$ cat config.mk
export PLATFORM = sky130hd
export DESIGN_NAME = mod_exp_ctrl
export DESIGN_NICKNAME = d
export VERILOG_FILES = /design/src/rtl/mod_exp_ctrl.sv
export SDC_FILE = /design/constraint.sdc
export NUM_CORES = 2
export LEC_CHECK = 0
export CORE_AREA = 2 2 607 609
export DETAILED_ROUTE_END_ITERATION = 8
export DIE_AREA = 0 0 609 611
export PLACE_DENSITY = 0.46
export SLEW_MARGIN = 20
export SYNTH_ARGS = -nofsm -noshare
export SYNTH_HDL_FRONTEND = slang
export SYNTH_SLANG_ARGS = --single-unit
$ cat constraint.sdc
create_clock -name clk -period 3.25 [get_ports clk]
set_input_delay 0.4875 -clock clk [delete_from_list [all_inputs] [get_ports clk]]
set_output_delay 0.4875 -clock clk [all_outputs]
set_load 0.05 [all_outputs]
$ cat src/rtl/mod_exp_ctrl.sv
// mod_exp_ctrl: left-to-right square-and-multiply sequencer for the
// mon_prod Montgomery multiplier. Issues OPXX per exponent bit, OPXM per
// set bit, then OPX1 to leave the Montgomery domain, and reports status.
module mod_exp_ctrl #(
   parameter int EBITS     = 512,
   parameter int LOG_EBITS = 9,
   parameter int BITLEN    = 512,
   parameter int MP_COUNT  = 512,
   parameter int TIMEOUT   = 4096
) (
   input  logic                 clk,
   input  logic                 rst_n,
   input  logic                 start,
   input  logic                 abort,
   input  logic [EBITS-1:0]     exp_in,
   input  logic [LOG_EBITS:0]   exp_len,
   input  logic                 mp_stop,
   input  logic [BITLEN:0]      mp_P,
   output logic                 mp_start,
   output logic [1:0]           mp_op,
   output logic [9:0]           mp_count,
   output logic                 busy,
   output logic                 done,
   output logic [BITLEN:0]      result,
   output logic [1:0]           err
);

   localparam int WDW = $clog2(TIMEOUT + 1);

   localparam logic [1:0] OPXX = 2'd0;
   localparam logic [1:0] OPXM = 2'd1;
   localparam logic [1:0] OPX1 = 2'd2;

   localparam logic [1:0] ERR_OK      = 2'd0;
   localparam logic [1:0] ERR_ABORT   = 2'd1;
   localparam logic [1:0] ERR_TIMEOUT = 2'd2;

   typedef enum logic [2:0] {S_IDLE, S_ISSUE, S_WAIT, S_NEXT, S_DONE} state_t;

   state_t                state_reg, state_next;
   logic [EBITS-1:0]      exp_reg, exp_next;
   logic [LOG_EBITS-1:0]  idx_reg, idx_next;
   logic [1:0]            op_reg, op_next;
   logic                  start_reg, start_next;
   logic                  busy_reg, busy_next;
   logic                  done_reg, done_next;
   logic [BITLEN:0]       result_reg, result_next;
   logic [1:0]            err_reg, err_next;
   logic [BITLEN:0]       p_last_reg, p_last_next;
   logic [WDW-1:0]        wd_reg, wd_next;
   logic [LOG_EBITS:0]    len_clamped;

   // Requested lengths beyond the exponent register are treated as full width.
   assign len_clamped = (exp_len > (LOG_EBITS+1)'(EBITS)) ? (LOG_EBITS+1)'(EBITS) : exp_len;

   assign mp_start = start_reg;
   assign mp_op    = op_reg;
   assign mp_count = 10'(MP_COUNT);
   assign busy     = busy_reg;
   assign done     = done_reg;
   assign result   = result_reg;
   assign err      = err_reg;

   // State and datapath registers; every output comes straight from here.
   always_ff @(posedge clk or negedge rst_n) begin
      if (!rst_n) begin
         state_reg  <= S_IDLE;
         exp_reg    <= '0;
         idx_reg    <= '0;
         op_reg     <= OPXX;
         start_reg  <= 1'b0;
         busy_reg   <= 1'b0;
         done_reg   <= 1'b0;
         result_reg <= '0;
         err_reg    <= ERR_OK;
         p_last_reg <= '0;
         wd_reg     <= '0;
      end else begin
         state_reg  <= state_next;
         exp_reg    <= exp_next;
         idx_reg    <= idx_next;
         op_reg     <= op_next;
         start_reg  <= start_next;
         busy_reg   <= busy_next;
         done_reg   <= done_next;
         result_reg <= result_next;
         err_reg    <= err_next;
         p_last_reg <= p_last_next;
         wd_reg     <= wd_next;
      end
   end

   // Next-state and next-output selection for the sequencer.
   always_comb begin
      state_next  = state_reg;
      exp_next    = exp_reg;
      idx_next    = idx_reg;
      op_next     = op_reg;
      start_next  = 1'b0;
      busy_next   = busy_reg;
      done_next   = 1'b0;
      result_next = result_reg;
      err_next    = err_reg;
      p_last_next = p_last_reg;
      wd_next     = wd_reg;

      case (state_reg)
         S_IDLE: begin
            if (start) begin
               exp_next   = exp_in;
               busy_next  = 1'b1;
               state_next = S_ISSUE;
               if (len_clamped == '0) begin
                  op_next = OPX1;
               end else begin
                  idx_next = LOG_EBITS'(len_clamped - 1'b1);
                  op_next  = OPXX;
               end
            end
         end
         S_ISSUE: begin
            start_next = 1'b1;
            wd_next    = '0;
            state_next = S_WAIT;
         end
         S_WAIT: begin
            wd_next = wd_reg + 1'b1;
            // wd_reg==0 is the first WAIT cycle: stop there is still the
            // previous operation's, because mon_prod has not sampled start yet.
            if (wd_reg != '0 && mp_stop) begin
               p_last_next = mp_P;
               state_next  = S_NEXT;
            end else if (wd_reg == WDW'(TIMEOUT - 1)) begin
               err_next   = ERR_TIMEOUT;
               state_next = S_DONE;
            end
         end
         S_NEXT: begin
            if (op_reg == OPX1) begin
               result_next = p_last_reg;
               err_next    = ERR_OK;
               state_next  = S_DONE;
            end else if (abort) begin
               err_next   = ERR_ABORT;
               state_next = S_DONE;
            end else begin
               state_next = S_ISSUE;
               if (op_reg == OPXX && exp_reg[idx_reg]) begin
                  op_next = OPXM;
               end else if (idx_reg == '0) begin
                  op_next = OPX1;
               end else begin
                  idx_next = idx_reg - 1'b1;
                  op_next  = OPXX;
               end
            end
         end
         S_DONE: begin
            done_next  = 1'b1;
            busy_next  = 1'b0;
            state_next = S_IDLE;
         end
         default: state_next = S_IDLE;
      endcase
   end

endmodule

==> flow_summary.yaml <==
floorplanning:
  coreArea_mm2: 0.365
  io_pins: 1570
  die_w_um: 609
  dieHeight_um: 611
  row_count: 222
  initial_core_util_pct: 17.4
  die_area_mm2: 0.372
power:
  peakVddDrop_mv: 0.485
  p_per_area_mw_per_mm2: 856
  p_leak_nw: 42.0
setup_path:
  critPathRequiredTime_ns: 3.96
  reg2reg_depth: 13
  rr_endpoint: "idx_reg[8]"
  critPathKind: "flip-flop to flip-flop"
  crit_start: "idx_reg[0]"
  crit_path_start_kind: "flip-flop"
  cp.arrival_ns: 4.04
  cp_max_fo: 8
  endpoint: "idx_reg[8]"
  r2r-start: "idx_reg[0]"
  endpoint_kind: "flip-flop"
  rrSetupSlack_ns: -0.08
global_route:
  grt_pass1_vias: 49406
  antenna_found_initial: 153
  grt_overflow_total: 0
  grt_use_total_pct: 16.4
  grt_pass1_wl_um: 425000
  grt_max_degree: 133
cells_and_area:
  fin_nets: 7748
  layout-drive-gt1-share_pct: 26.4
  syn2layout_area_growth_pct: 47.3
  postLayoutCoreUtil_pct: 25.7
drt:
  drt-initial-drc-count: 2902
  dr.pass1.iters: 6
  vias: 46761
  via_per_inst: 3.99
  wl_per_cell_um: 26.9
  antenna_left: 0
  drc_errors: 0
  routed_wl_um: 315000
clock_tree:
  ctsLongestPathBuffers: 4
  cts.htree.levels: 4
  clock_sinks: 1570
  clock-root-buffer: "clkbuf_16"
  cts_made_buffers: 193
  clk_pin_slew_ns: 0.06
  cts_tree: "done"
  clkLatencyLatePin_ns: 0.90
outcome:
  outcome: "finished with violations"
  violations: "negative setup slack"
sta:
  skew_ns: 0.0781
  min_period_ns: 3.33
  setup_tns_ns: -0.227
  fin_crit_sh_pct: 102
  setup_violations: 5
  relSlewSlack_pct: 26.5
  tightest_slew_ns: 1.10
  fmax_ghz: 0.300
  slew_violations: 0
  hold_viol: 0
  worst_slack_ns: -0.0805
  rsz0062_at_grt: "true"
synth:
  ys_seq_area_share_pct: 61.8
  synthFlopType: "dfrtp_1"
  async_flop_share_pct: 100
  netlist_area_mm2: 0.0636
  ys_warn_count: 0
  syn-mean-instance-area_um2: 12.8
  synth-edff-count: 0
  ys_seq_elements: 1570
  synth_cells: 4972
  synth.distinct_cells: 92
hold_path:
  hold_path_class: "primary input to flip-flop"
run:
  maxCapViolations: 0
place:
  place.gp.congestion: 0.900
  hpwl_um: 254000
  io_buffer_count: 1559
==> cells by family after synthesis <==
group / Yosys count / synth area share, %
simple gates: 1752 / 10.8
flops: 1570 / 61.8
mux: 1192 / 23.1
buf+inv: 311 / 2.45
compound gates: 138 / 1.75
xor+xnor: 4 / 0.0551
fa+ha+maj: 3 / 0.0590
other cells: 2 / 0.0118
==> worst min path at each step <==
stage / startpoint / end / slack, ns / depth (start not counted)
floorplan: rst_n / busy / 0.19 / 0
global placement: rst_n / exp_reg[457] / 0.45 / 1
detailed placement: rst_n / exp_reg[457] / 0.44 / 1
CTS: exp_in[18] / exp_reg[18] / 0.05 / 3
global route: exp_in[17] / exp_reg[17] / 0.11 / 3
finish: exp_in[196] / exp_reg[196] / 0.17 / 3
==> layer usage <==
layer,GRT usage [%],vias to the layer above,routed length (um)
met4,5.00,48,9690
met3,7.76,512,35400
met2,27.1,1791,150000
met1,18.8,23999,120000
li1,-,20411,-
met5,0,-,303
==> cell usage after synthesis (7+ instances only) <==
cell type | number | share of area, %
nor2b_1 | 12 | 0.12
nor2_1 | 40 | 0.24
dfrtp_1 | 1570 | 62
a211oi_1 | 9 | 0.11
mux4_1 | 19 | 0.79
mux2i_1 | 49 | 0.77
nand4_1 | 10 | 0.098
clkbuf_8 | 9 | 0.19
clkbuf_1 | 206 | 1.2
a31oi_1 | 9 | 0.089
buf_4 | 14 | 0.17
a21oi_1 | 14 | 0.11
mux2_2 | 1032 | 18
inv_1 | 12 | 0.071
a221oi_1 | 8 | 0.11
nand3_1 | 28 | 0.22
a22oi_1 | 13 | 0.15
nor4_1 | 10 | 0.098
nor3_1 | 11 | 0.087
o21ai_0 | 17 | 0.13
buf_6 | 7 | 0.12
buf_2 | 45 | 0.35
mux4_2 | 91 | 3.2
nand2_1 | 1601 | 9.5
==> cell usage in the layout (no fill, tap or decap), drive strengths merged, types with 10 or more instances in the layout <==
| cell type | n |
|---|---|
| a21oi | 15 |
| nand3 | 29 |
| nand4 | 10 |
| nor2b | 13 |
| inv | 21 |
| conb | 10 |
| nand2 | 1601 |
| a22oi | 16 |
| diode | 41 |
| nor4 | 12 |
| o21ai | 19 |
| nor2 | 41 |
| clkbuf | 265 |
| mux2 | 1033 |
| mux4 | 110 |
| bufinv | 19 |
| nor3 | 12 |
| dfrtp | 1570 |
| clkdlybuf4s50 | 1527 |
| clkinv | 47 |
| mux2i | 49 |
| buf | 300 |
==> worst max-delay path: stages, from the launching register on <==
cell	delay [ns]
dfrtp_4	0.50
buf_6	0.14
buf_12	0.13
buf_12	0.14
buf_6	0.12
mux4_2	0.42
mux2i_2	0.22
nor2_2	0.08
a2111oi_4	0.39
a21oi_4	0.13
a221o_1	0.40
buf_4	0.18
a31oi_1	0.24
a311oi_2	0.06
==> report_power, final <==
part / leakage (nW) / switching (mW) / total, mW / internal, mW
Combinational: 18.6 / 14.0 / 26.3 / 12.3
Sequential: 20.1 / 4.50 / 31.0 / 26.5
Clock: 3.28 / 9.27 / 22.8 / 13.5
Total: 42.0 / 27.8 / 80.2 / 52.4
==> cell type report <==
cell class | instances | area (um^2)
diodes | 41 | 103
clock buffers | 265 | 5570
clock inverters | 78 | 1070
fillers | 38275 | 271000
inverters | 13 | 48.8
multi-input cells | 3099 | 23000
flip-flops and latches | 1570 | 39300
well taps | 4816 | 6030
repair buffers | 1828 | 18500
==> per-stage QoR <==
step | instance area (um^2) | instances | hold WS [ns] | power, mW | setup slack (ns)
final | 93600 | 11710 | 0.166 | 80.2 | -0.0805
after global routing | 93600 | 11693 | 0.111 | 84.7 | -0.158
after CTS | 93400 | 11662 | 0.0504 | 81.2 | -0.0134
after detailed placement | 86300 | 11297 | 0.443 | 56.9 | -0.266
after global placement | 86300 | 11297 | 0.447 | 56.6 | -0.306
after floorplan | 63600 | 4980 | 0.192 | 45.2 | 0.390
==> what timing repair did <==
item,4_1_cts,5_1_grt
endpoints found under the setup margin,11,11
cloned,2,0
hold buffers,1,0
pin swaps,15,13
buffers inserted,19,7
gates resized for setup,53,11
hold endpoints to repair,264,0
No activity file was read; power rests on OpenSTA's default activity.
